===== config.mk =====
export PLATFORM = sky130hd
export DESIGN_NAME = ctrl_led_tx
export DESIGN_NICKNAME = d
export VERILOG_FILES = /design/src/rtl/ctrl_tx_pkg.sv /design/src/rtl/ctrl_led_tx_phase.sv /design/src/rtl/ctrl_led_tx.sv
export SDC_FILE = /design/constraint.sdc
export NUM_CORES = 1
export LEC_CHECK = 0
export ABC_AREA = 1
export CAP_MARGIN = 20
export CORE_ASPECT_RATIO = 1.75
export CORE_MARGIN = 2
export CORE_UTILIZATION = 60
export DETAILED_ROUTE_END_ITERATION = 10
export PLACE_DENSITY_LB_ADDON = 0.08
export SETUP_SLACK_MARGIN = 0.3
export SYNTH_ARGS = -nofsm -noshare
export SYNTH_HDL_FRONTEND = slang
export SYNTH_SLANG_ARGS = --single-unit

===== constraint.sdc =====
create_clock -name clk -period 3.85 [get_ports clk]
set_input_delay 0.77 -clock clk [delete_from_list [all_inputs] [get_ports clk]]
set_output_delay 0.77 -clock clk [all_outputs]
set_load 0.01 [all_outputs]

===== src/rtl/ctrl_tx_pkg.sv =====
// Shared types and constants for the controller LED/buzzer transmit path.
// Build option: CTRL_TX_REFRESH_EN enables periodic resend of last_word.
package ctrl_tx_pkg;

  typedef enum logic [1:0] {
    IDLE     = 2'd0,
    SHIFT_LO = 2'd1,
    SHIFT_HI = 2'd2,
    LATCH    = 2'd3
  } ctrl_tx_state_t;

  localparam int CTRL_TX_FRAME_BITS  = 16;
  localparam int CTRL_TX_PLAYERS     = 4;
  localparam int CTRL_TX_PLAYER_BITS = 4;

  // Player n owns feedback bits [4n+3:4n].
  function automatic int player_lsb(input int n);
    return n * CTRL_TX_PLAYER_BITS;
  endfunction

  function automatic int player_msb(input int n);
    return n * CTRL_TX_PLAYER_BITS + CTRL_TX_PLAYER_BITS - 1;
  endfunction

endpackage


===== src/rtl/ctrl_led_tx_phase.sv =====
// Half-bit phase timer: phase_end ticks on the last of CLK_DIV cycles.
// restart holds the count at zero so each new phase starts aligned.
module ctrl_tx_phase #(
  parameter int CLK_DIV = 4
) (
  input  logic clk,
  input  logic rst,
  input  logic restart,
  output logic phase_end
);

  logic [7:0] cnt;

  assign phase_end = !restart && (cnt == 8'(CLK_DIV - 1));

  always_ff @(posedge clk or negedge rst) begin
    if (!rst) begin
      cnt <= '0;
    end else if (restart || phase_end) begin
      cnt <= '0;
    end else begin
      cnt <= cnt + 8'd1;
    end
  end

endmodule


===== src/rtl/ctrl_led_tx.sv =====
// Serial transmitter for controller LED/buzzer words (595-style frame).
// Build option: CTRL_TX_REFRESH_EN resends last_word after REFRESH_CYCLES idle.
module ctrl_led_tx
  import ctrl_tx_pkg::*;
#(
  parameter int CLK_DIV        = 4,
  parameter int NUM_BITS       = CTRL_TX_FRAME_BITS,
  parameter int REFRESH_CYCLES = 1000000
) (
  input  logic                clk,
  input  logic                rst,
  input  logic                wr_en,
  input  logic [NUM_BITS-1:0] wr_data,
  output logic                busy,
  output logic                done,
  output logic [NUM_BITS-1:0] last_word,
  output logic                sclk,
  output logic                sdata,
  output logic                latch
);

  localparam int BW = (NUM_BITS > 1) ? $clog2(NUM_BITS) : 1;

  ctrl_tx_state_t      state, state_n;
  logic [NUM_BITS-1:0] shreg, shreg_n;
  logic [NUM_BITS-1:0] word, word_n;
  logic [NUM_BITS-1:0] pend, pend_n;
  logic                pend_valid, pend_valid_n;
  logic [BW-1:0]       bit_cnt, bit_cnt_n;
  logic                phase_end;
  logic                frame_end;
  logic                load;
  logic [NUM_BITS-1:0] load_word;
  logic                refresh;

  ctrl_tx_phase #(
    .CLK_DIV (CLK_DIV)
  ) u_phase (
    .clk       (clk),
    .rst       (rst),
    .restart   (state == IDLE),
    .phase_end (phase_end)
  );

`ifdef CTRL_TX_REFRESH_EN
  localparam int RW = $clog2(REFRESH_CYCLES) + 1;

  logic [RW-1:0] idle_cnt;

  assign refresh = (state == IDLE) &&
                   (idle_cnt == RW'(REFRESH_CYCLES - 1));

  always_ff @(posedge clk or negedge rst) begin
    if (!rst) begin
      idle_cnt <= '0;
    end else if (state != IDLE || wr_en || refresh) begin
      idle_cnt <= '0;
    end else begin
      idle_cnt <= idle_cnt + 1'b1;
    end
  end
`else
  assign refresh = 1'b0;
`endif

  always_comb begin
    state_n      = state;
    shreg_n      = shreg;
    word_n       = word;
    pend_n       = pend;
    pend_valid_n = pend_valid;
    bit_cnt_n    = bit_cnt;
    frame_end    = 1'b0;
    load         = 1'b0;
    load_word    = '0;

    unique case (state)
      IDLE: begin
        if (wr_en || refresh) begin
          load      = 1'b1;
          load_word = wr_en ? wr_data : last_word;
        end
      end
      SHIFT_LO: begin
        if (phase_end) state_n = SHIFT_HI;
      end
      SHIFT_HI: begin
        if (phase_end) begin
          if (bit_cnt == '0) begin
            state_n = LATCH;
          end else begin
            shreg_n   = shreg << 1;
            bit_cnt_n = bit_cnt - 1'b1;
            state_n   = SHIFT_LO;
          end
        end
      end
      LATCH: begin
        if (phase_end) begin
          frame_end = 1'b1;
          // A store landing on the final cycle beats an older pending word.
          if (wr_en) begin
            load         = 1'b1;
            load_word    = wr_data;
            pend_valid_n = 1'b0;
          end else if (pend_valid) begin
            load         = 1'b1;
            load_word    = pend;
            pend_valid_n = 1'b0;
          end else begin
            state_n = IDLE;
          end
        end
      end
      default: state_n = IDLE;
    endcase

    if (wr_en && state != IDLE && !frame_end) begin
      pend_n       = wr_data;
      pend_valid_n = 1'b1;
    end

    if (load) begin
      shreg_n   = load_word;
      word_n    = load_word;
      bit_cnt_n = BW'(NUM_BITS - 1);
      state_n   = SHIFT_LO;
    end
  end

  always_ff @(posedge clk or negedge rst) begin
    if (!rst) begin
      state      <= IDLE;
      shreg      <= '0;
      word       <= '0;
      pend       <= '0;
      pend_valid <= 1'b0;
      bit_cnt    <= '0;
      sclk       <= 1'b0;
      sdata      <= 1'b0;
      latch      <= 1'b0;
      done       <= 1'b0;
      last_word  <= '0;
    end else begin
      state      <= state_n;
      shreg      <= shreg_n;
      word       <= word_n;
      pend       <= pend_n;
      pend_valid <= pend_valid_n;
      bit_cnt    <= bit_cnt_n;
      sclk       <= (state_n == SHIFT_HI);
      latch      <= (state_n == LATCH);
      sdata      <= (state_n == SHIFT_LO || state_n == SHIFT_HI) ?
                    shreg_n[NUM_BITS-1] : 1'b0;
      done       <= frame_end;
      if (frame_end) last_word <= word;
    end
  end

  assign busy = (state != IDLE) | pend_valid;

endmodule

### Word level (Yosys, flattened, before mapping)

Cells that the tools add are included.

| storage, ports and cells | value |
|---|---|
| flip-flop bits (word level) | 83 |
| input bits | 19 |
| output and inout port bits | 21 |
| word-level logic and storage cells | 73 |

| operators by class | value |
|---|---|
| add/sub/neg operators | 2 |
| equal/unequal tests | 8 |
| muxes and demuxes | 33 |
| bitwise logic cells | 1 |
| reduce and logical (&&, ||, !) cells | 16 |

Operators by type and width:

| kind | count |
|---|---|
| $mux W16 | 8 |
| $pmux W16 S2 | 1 |
| $mux W4 | 4 |
| $mux W2 | 7 |
| $mux W1 | 10 |
| $reduce_bool A2 Y1 | 5 |
| $add A8 B1 Y8 const B | 1 |
| $eq A2 B2 Y1 const B | 4 |
| $eq A8 B2 Y1 const B | 1 |
| $mux W8 | 1 |
| $pmux W2 S3 | 1 |
| $eq A2 B1 Y1 const B | 2 |
| $logic_not A4 Y1 | 1 |
| $sub A4 B1 Y4 const B | 1 |
| $logic_and A1 B1 Y1 | 3 |
| $reduce_and A3 Y1 | 1 |
| $logic_not A1 Y1 | 2 |
| $logic_not A2 Y1 | 1 |
| $logic_or A1 B1 Y1 | 2 |
| $ne A2 B2 Y1 const B | 1 |
| $pmux W1 S2 | 1 |
| $reduce_and A2 Y1 | 1 |
| $or A1 B1 Y1 | 1 |

### Longest topological paths before layout

| logic depth | value |
|---|---|
| depth after elaboration | 9 |
| depth in mapped cells | 11 |
| mapped depth without buffers | 11 |

### Modules after synthesis

Synthesis repeated with hierarchy kept, for this count alone.

| second synthesis, totals | value |
|---|---|
| cells, all modules | 429 |
| area total of the unflattened synthesis | 3671.0 sq um |

By module, submodules not included:

| module | instances | cells each | area an instance (sq um) | sequential area each (sq um) |
|---|---|---|---|---|
| ctrl_led_tx | 1 | 364 | 3213.1 | 1876.8 |
| ctrl_tx_phase | 1 | 65 | 457.9 | 200.2 |

### Least setup slack after synthesis

Ideal clock, no wire load.

| path | value |
|---|---|
| path kind | reg-to-output |
| start | register state[1] |
| end | output port busy |
| data arrival time | 1.078 ns |
| required time | 3.080 ns |
| slack | 2.002 ns |
| stages on the path, launching flop included | 5 |
| buffers on the path | 0 |
| cells stage by stage | dfrtp_1 > inv_1 > ha_1 > inv_2 > or2_2 |

| between the ends | value |
|---|---|
| longest elaborated chain between the ends | 2 |

RTL lines:

| item | RTL line | source |
|---|---|---|
| from (decl) | ctrl_led_tx.sv:24 | `ctrl_tx_state_t state, state_n;` |
| from (signal assigned) | ctrl_led_tx.sv:145 | `state <= state_n;` |
| $reduce_bool A2 Y1 | ctrl_led_tx.sv:160 | `assign busy = (state != IDLE) \| pend_valid;` |
| $or A1 B1 Y1 | ctrl_led_tx.sv:160 |  |
| to (decl) | ctrl_led_tx.sv:14 | `output logic busy,` |

No other way between the ends.

### Final worst setup path

Ends and elaborated chain as after synthesis.

==> results_dict.tcl <==
set metrics [dict create \
    status "finished, final reports clean" \
    grt_use_total 0.2275 \
    vias_per_cell 5.169 \
    post_cts_resized 0 \
    num-fill-cells 490 \
    cts_tree "done" \
    mostFrequentLayoutCell "nand2_1" \
    io_pins 40 \
    layout.cells.non_filler 528 \
    post-route-period-util 0.7369 \
    portBuffers 39 \
    p_sw_uw 834.5 \
    combPwrFrac 0.260 \
    dpl.hpwl_um 4679 \
    insertion_delay_ns 0.37 \
    slew_violations 0 \
    seqPwrFrac 0.495 \
    grt_antenna_before_repair 0 \
    cts_max_level 3 \
    cts_root_buf "clkbuf_8" \
    rows 37 \
    design.die.area_mm2 0.006838 \
    switching_share 0.3336 \
    setup-tns-final_ns 0 \
    syn_area_per_cell_um2 9.005 \
    grt-ovfl-total 0 \
    r2r_cells 10 \
    grt_pass1_vias 2665 \
    area_delta_synth_final_pct 16.02 \
    rsz0062_at_grt "false" \
    seq_area_frac_synth 0.5612 \
    drt_pass1_iterations 4 \
    die_h_um 107.9 \
    hold_path.class "in2async" \
    maxCapViolations 0 \
    cts_buffer_depth 2 \
    skew_ns 0.01398 \
    p_clk_frac 0.245 \
    start_util 0.6246 \
    layout_common_cells "nand2_1 (97), dfrtp_1 (83), o21ai_0 (63)" \
    endpoint_kind "output port" \
    worst_ep_required_time_ns 3.08 \
    syn_nets 437 \
    finalWorstSetupSlack_ns 1.013 \
    cts_buffers 9 \
    netlist_instances 411 \
    p_leak_uw 0.002107 \
    critPathKind "reg2out" \
    relSlewSlack 0.4368 \
    cts.sinks 83 \
    cp_max_fo 7 \
    routabilityCongestion 0.8213 \
    drtAntennaViolNets 0 \
    drcViolationCount 0 \
    yosys.cell_types.count 29 \
    ir_drop_mv 0.3704 \
    layout-drive-gt1-share 0.08667 \
    routed_wl_um 6762 \
    clock.fmax_mhz 352.5 \
    syn-cell-area_mm2 0.003701 \
    whs_ns 0.2855 \
    core-area_mm2 0.005926 \
    grt_pass1_wl_um 12060 \
    place_inst 511 \
    period_needed_ns 2.837 \
    hold_viol 0 \
    antenna_cells 0 \
    drt_iter0_drc 139 \
    grt_max_degree 84 \
    post_cts_buffers 0 \
    ys_seq_elements 83 \
    setup_viol 0 \
    routedWlPerCell_um 12.81 \
    worst_pin_slew_ns 0.8427 \
    p_int_uw 1667 \
    startpoint_type "flip-flop" \
    yosysWarnings 0 \
    clk_pin_slew_ns 0.08 \
    p_per_area_mw_per_mm2 582.4 \
    cp.arrival_ns 2.07 \
    dieWidth_um 63.37 \
    route.vias.total 2729 \
    hold_buffers 0 \
    dp_slack_ns 0.8013 \
    nets 471 \
]
==> synthesized netlist by cell type <==
master    instances  area [µm²]
nor2_1           22       82.58
inv_1            49       183.9
nor3_1            5       25.02
o211ai_2          1       12.51
nor2_2            1       6.260
nand3_2           7       70.07
nand2_4           2       22.52
nand3_1          29       145.1
a21oi_1          10       50.05
nand3_4           1       17.52
dfrtp_1          83        2077
buf_4             2       15.01
buf_6             5       56.30
nand2_1          97       364.1
inv_4             1       6.260
clkbuf_1          6       22.52
nand4_4           1       21.27
nor3b_1           1       7.510
and3_1            3       18.77
or2_2             2       12.51
ha_1              7       87.58
inv_2             2       7.510
buf_2             4       20.02
nand4_1           1       6.260
o21ai_1           1       5.000
o211ai_1          1       7.510
o21ai_0          63       315.3
nor2_4            2       22.52
nand2_2           2       12.51
==> critical path, stage by stage (launching register included) <==
cell and delay [ns]:
dfrtp_1 0.42, inv_1 0.14, ha_1 0.26, inv_2 0.12
or2_2 0.29, clkdlybuf4s50_1 0.48
==> through the flow <==
stage                     area, µm²  power, µW  utilization
after floorplan                3701       1754            -
after global placement         4073       1867       0.6873
after detailed placement       4073       1903       0.6873
after CTS                      4267       2513       0.7200
after global routing           4294       2694       0.7247
final                          4294       2501       0.7247
==> sequential cells by signal, indices dropped and copies added, names as in the netlist <==
signal	count
last_word	16
pend	16
shreg	16
word	16
u_phase.cnt	8
bit_cnt	4
state	2
done	1
latch	1
pend_valid	1
sclk	1
sdata	1
==> final cells by class <==
cell class	instances	area (µm²)	share of cell area
Clock buffer	11	141.4	0.03293
Clock inverter	5	52.55	0.01224
Inverter	52	197.7	0.04604
Multi-Input combinational cell	259	1313	0.3057
Sequential cell	83	2077	0.4837
Tap cell	78	97.59	0.02273
Timing Repair Buffer	40	415.4	0.09674
==> cells by family (layout without fill, tap and decap cells) <==
family | after synthesis | in the layout | share of synthesized area
simple gates | 176 | 176 | 0.2255
flops | 83 | 83 | 0.5612
compound gates | 76 | 76 | 0.1055
buf+inv | 69 | 108 | 0.08418
fa+ha+maj | 7 | 7 | 0.02366
==> final timing paths <==
check,slack (ns),to,start
max in group asynchronous,2.98,word[9],rst
worst min register to register,0.47,u_phase.cnt[0],u_phase.cnt[0]
worst max register to register,1.41,shreg[5],state[1]
worst min-delay path,0.29,last_word[5],rst
worst max-delay path,1.01,busy,state[1]
min in group clk,0.47,u_phase.cnt[0],u_phase.cnt[0]
==> power by group through the flow <==
stage	sequential (µW)	clock, µW	combinational [µW]
after detailed placement	1250	0	651
final	1240	613	650
after global placement	1240	0	623
after global routing	1260	660	769
after floorplan	1230	0	524
after CTS	1240	623	655
==> per-layer routing <==
layer,routed length (µm),global-route usage
met5,0,0
met4,148,0.1025
met3,217,0.05126
met2,3403,0.3767
met1,2993,0.2845
Power figures use the tool's default switching activity.
==> edit 1 (config.mk and constraints unchanged) <==
Add a define of `CTRL_TX_REFRESH_EN`.
--- a/src/rtl/ctrl_led_tx.sv
+++ b/src/rtl/ctrl_led_tx.sv
@@ -1,4 +1,6 @@
 // Serial transmitter for controller LED/buzzer words (595-style frame).
 // Build option: CTRL_TX_REFRESH_EN resends last_word after REFRESH_CYCLES idle.
+`define CTRL_TX_REFRESH_EN
+
 module ctrl_led_tx
   import ctrl_tx_pkg::*;
Function: no difference found for any inputs over 10 cycles, from zero or initial values and one cycle with rst low; that may be too few to reach the edited logic, so the function may still have changed.
==> edit 1 against the unedited design <==
  * Routed wire length up 51%
  * Design area up 35%
  * Utilization down 2.2 points
  * Critical path depth up 3
  * Synthesized area up 36%
  * Worst setup slack better by 48 ps
  * Final cell count up 35%
  * Total power up 31%
  * Count of clock-buffer cells in the layout up 1
  * Die area up 34%
  * Clock skew down 7.8 ps
  * Sequential cell count up 21
  * Critical path type is now in -> reg
==> edit 1: results <==
INSERT INTO impl_metrics (metric_group, metric, value, unit) VALUES
('global_routing', 'globalRouteMet1Util', '0.313', ''),
('power', 'seq_power_share', '0.462', ''),
('synth', 'synth_area_leaders', 'sky130_fd_sc_hd__dfrtp_1 52%, sky130_fd_sc_hd__nand2_1 9.7%, sky130_fd_sc_hd__nand3_1 5.7%', ''),
('route', 'route.detailed.vias_per_inst', '5.51', ''),
('setup_path', 'critical_path_arrival', '3050', 'ps'),
('final_layout', 'layout-drive-gt1-share', '0.0952', ''),
('power', 'static-leakage-power', '2.79', 'nW'),
('final_layout', 'fillerInstances', '663', ''),
('power', 'comb_cell_power', '0.769', 'mW'),
('route', 'detailed_route_wirelength_on_metal3', '288', 'µm'),
('route', 'wl_met1', '4.54', 'mm'),
('sta', 'final.hold.worst_slack', '439', 'ps'),
('global_routing', 'pin_count_of_the_biggest_net_entering_global_routing', '58', ''),
('status', 'run_status', 'finished, final reports clean', ''),
('setup_path', 'reg2reg_depth', '13', ''),
('synth', 'postSynthNetCount', '608', ''),
('route', 'initialDrtViolationCount', '204', ''),
('synth', 'synth-adder-area-share', '0.0198', ''),
('setup_path', 'crit_start', 'wr_en', ''),
('synth', 'synth.cells.most_frequent', '130 x sky130_fd_sc_hd__nand2_1, 104 x sky130_fd_sc_hd__dfrtp_1, 60 x sky130_fd_sc_hd__inv_1', '');
[edit 1: changes by cell type in the layout (fill, tap and decap cells not counted), sizes merged, moves of 6 or more]
cell,change
a21oi,+18
nand2,+35
inv,+11
a21boi,+6
xor2,+6
nor2,+23
o21ai,-18
mux2,+16
nand3,+22
o22ai,+9
dfrtp,+21
[edit 1: per-stage QoR]
| step | setup WS (ps) | total power, mW | cells |
|---|---|---|---|
| 2_1_floorplan | 1950 | 2.11 | 581 |
| 6_report | 1060 | 3.28 | 712 |
| 3_3_place_gp | 755 | 2.27 | 695 |
| 5_1_grt | 830 | 3.50 | 712 |
| 4_1_cts | 1030 | 3.30 | 711 |
| 3_5_place_dp | 677 | 2.31 | 695 |
[edit 1: layout make-up]
cell class	instances	area, µm²	share of cell area
Inverter	65	248	0.0427
Tap cell	92	115	0.0198
Clock buffer	12	256	0.0442
Sequential cell	104	2600	0.448
Timing Repair Buffer	43	434	0.0748
Clock inverter	4	76.3	0.0132
Multi-Input combinational cell	392	2070	0.357
==> edit 2 (config.mk and constraints unchanged) <==
Without the edit above. Take the reset off `shreg` and `word` and load them in a clocked block of their own.
--- a/src/rtl/ctrl_led_tx.sv
+++ b/src/rtl/ctrl_led_tx.sv
@@ -132,6 +132,4 @@
     if (!rst) begin
       state      <= IDLE;
-      shreg      <= '0;
-      word       <= '0;
       pend       <= '0;
       pend_valid <= 1'b0;
@@ -144,6 +142,4 @@
     end else begin
       state      <= state_n;
-      shreg      <= shreg_n;
-      word       <= word_n;
       pend       <= pend_n;
       pend_valid <= pend_valid_n;
@@ -158,4 +154,9 @@
   end
 
+  always_ff @(posedge clk) begin
+    shreg <= shreg_n;
+    word  <= word_n;
+  end
+
   assign busy = (state != IDLE) | pend_valid;
 
Check against the original RTL: same outputs for any inputs over 10 cycles, from zero or initial values and one cycle with rst low; that may be too few to reach the edited logic, so the function may still have changed.
==> edit 2 against the unedited design <==
  * Via count decreased by 3.8%
  * Synthesized area is 1.6% higher
  * Die area increased by 1.5%
  * Total power increased by 11%
  * Routed wire length decreased by 6.6%
  * Design area increased by 2.2%
  * Worst setup slack lost 17 ps
  * Sequential cell count is the same
  * Highest routed layer unchanged
==> edit 2: results <==
INSERT INTO impl_metrics (metric_group, metric, value, unit) VALUES
('cts', 'insertion_delay', '350', 'ps'),
('setup_path', 'worstReg2RegEnd', 'shreg[14]', ''),
('final_layout', 'fin_util', '0.715', ''),
('setup_path', 'reg2reg_depth', '7', ''),
('final_layout', 'flip_flop_and_latch_area', '0.00223', 'mm²'),
('sta', 'timing.final.ws_setup', '996', 'ps'),
('final_layout', 'nets', '465', ''),
('placed_design', 'placedCellCount', '508', ''),
('placed_design', 'dp_hpwl', '4.55', 'mm'),
('status', 'run_status', 'finished, final reports clean', ''),
('global_routing', 'grt_pass1_vias', '2345', ''),
('synth', 'synth.cells.most_frequent', '116 x sky130_fd_sc_hd__nand2_1, 51 x sky130_fd_sc_hd__dfrtp_1, 49 x sky130_fd_sc_hd__inv_1', ''),
('route', 'routed_wl', '6.32', 'mm'),
('synth', 'seq_area_frac_synth', '0.593', ''),
('placed_design', 'final_wtd_congestion', '0.797', ''),
('final_layout', 'layout-drive-gt1-share', '0.0968', ''),
('synth', 'postSynthNetCount', '426', ''),
('sta', 'clock_skew', '8.01', 'ps'),
('global_routing', 'pin_count_of_the_biggest_net_entering_global_routing', '33', ''),
('global_routing', 'grt_first_pass_wirelength', '10.7', 'mm');
## edit 2: routing by layer
layer,wire length (µm),global-route usage,vias up
met5,0,0,-
met4,123,0.0947,0
met3,219,0.0547,13
met2,3160,0.324,53
met1,2820,0.254,1210
li1,-,-,1349
## edit 2: power by group
part | internal [mW] | leakage, nW | switching, mW
sequential | 1.24 | 0.955 | 0.0978
combinational | 0.276 | 1.12 | 0.546
clock | 0.317 | 0.102 | 0.301
total | 1.84 | 2.17 | 0.945
## edit 2: cells by family after synthesis
kind of cell	Yosys count	share of synthesized area
fa+ha+maj	7	0.0233
compound gates	47	0.0709
simple gates	194	0.232
xor+xnor	1	0.00233
flops	83	0.593
buf+inv	68	0.0792
## edit 2: worst min path at each step
stage	from	end	slack, ps	cells after the start
floorplan	word[0]	last_word[0]	420	2
global placement	word[1]	last_word[1]	420	2
detailed placement	word[11]	last_word[11]	430	2
CTS	rst	bit_cnt[3]	440	1
global route	rst	bit_cnt[3]	460	1
finish	rst	u_phase.cnt[0]	430	1
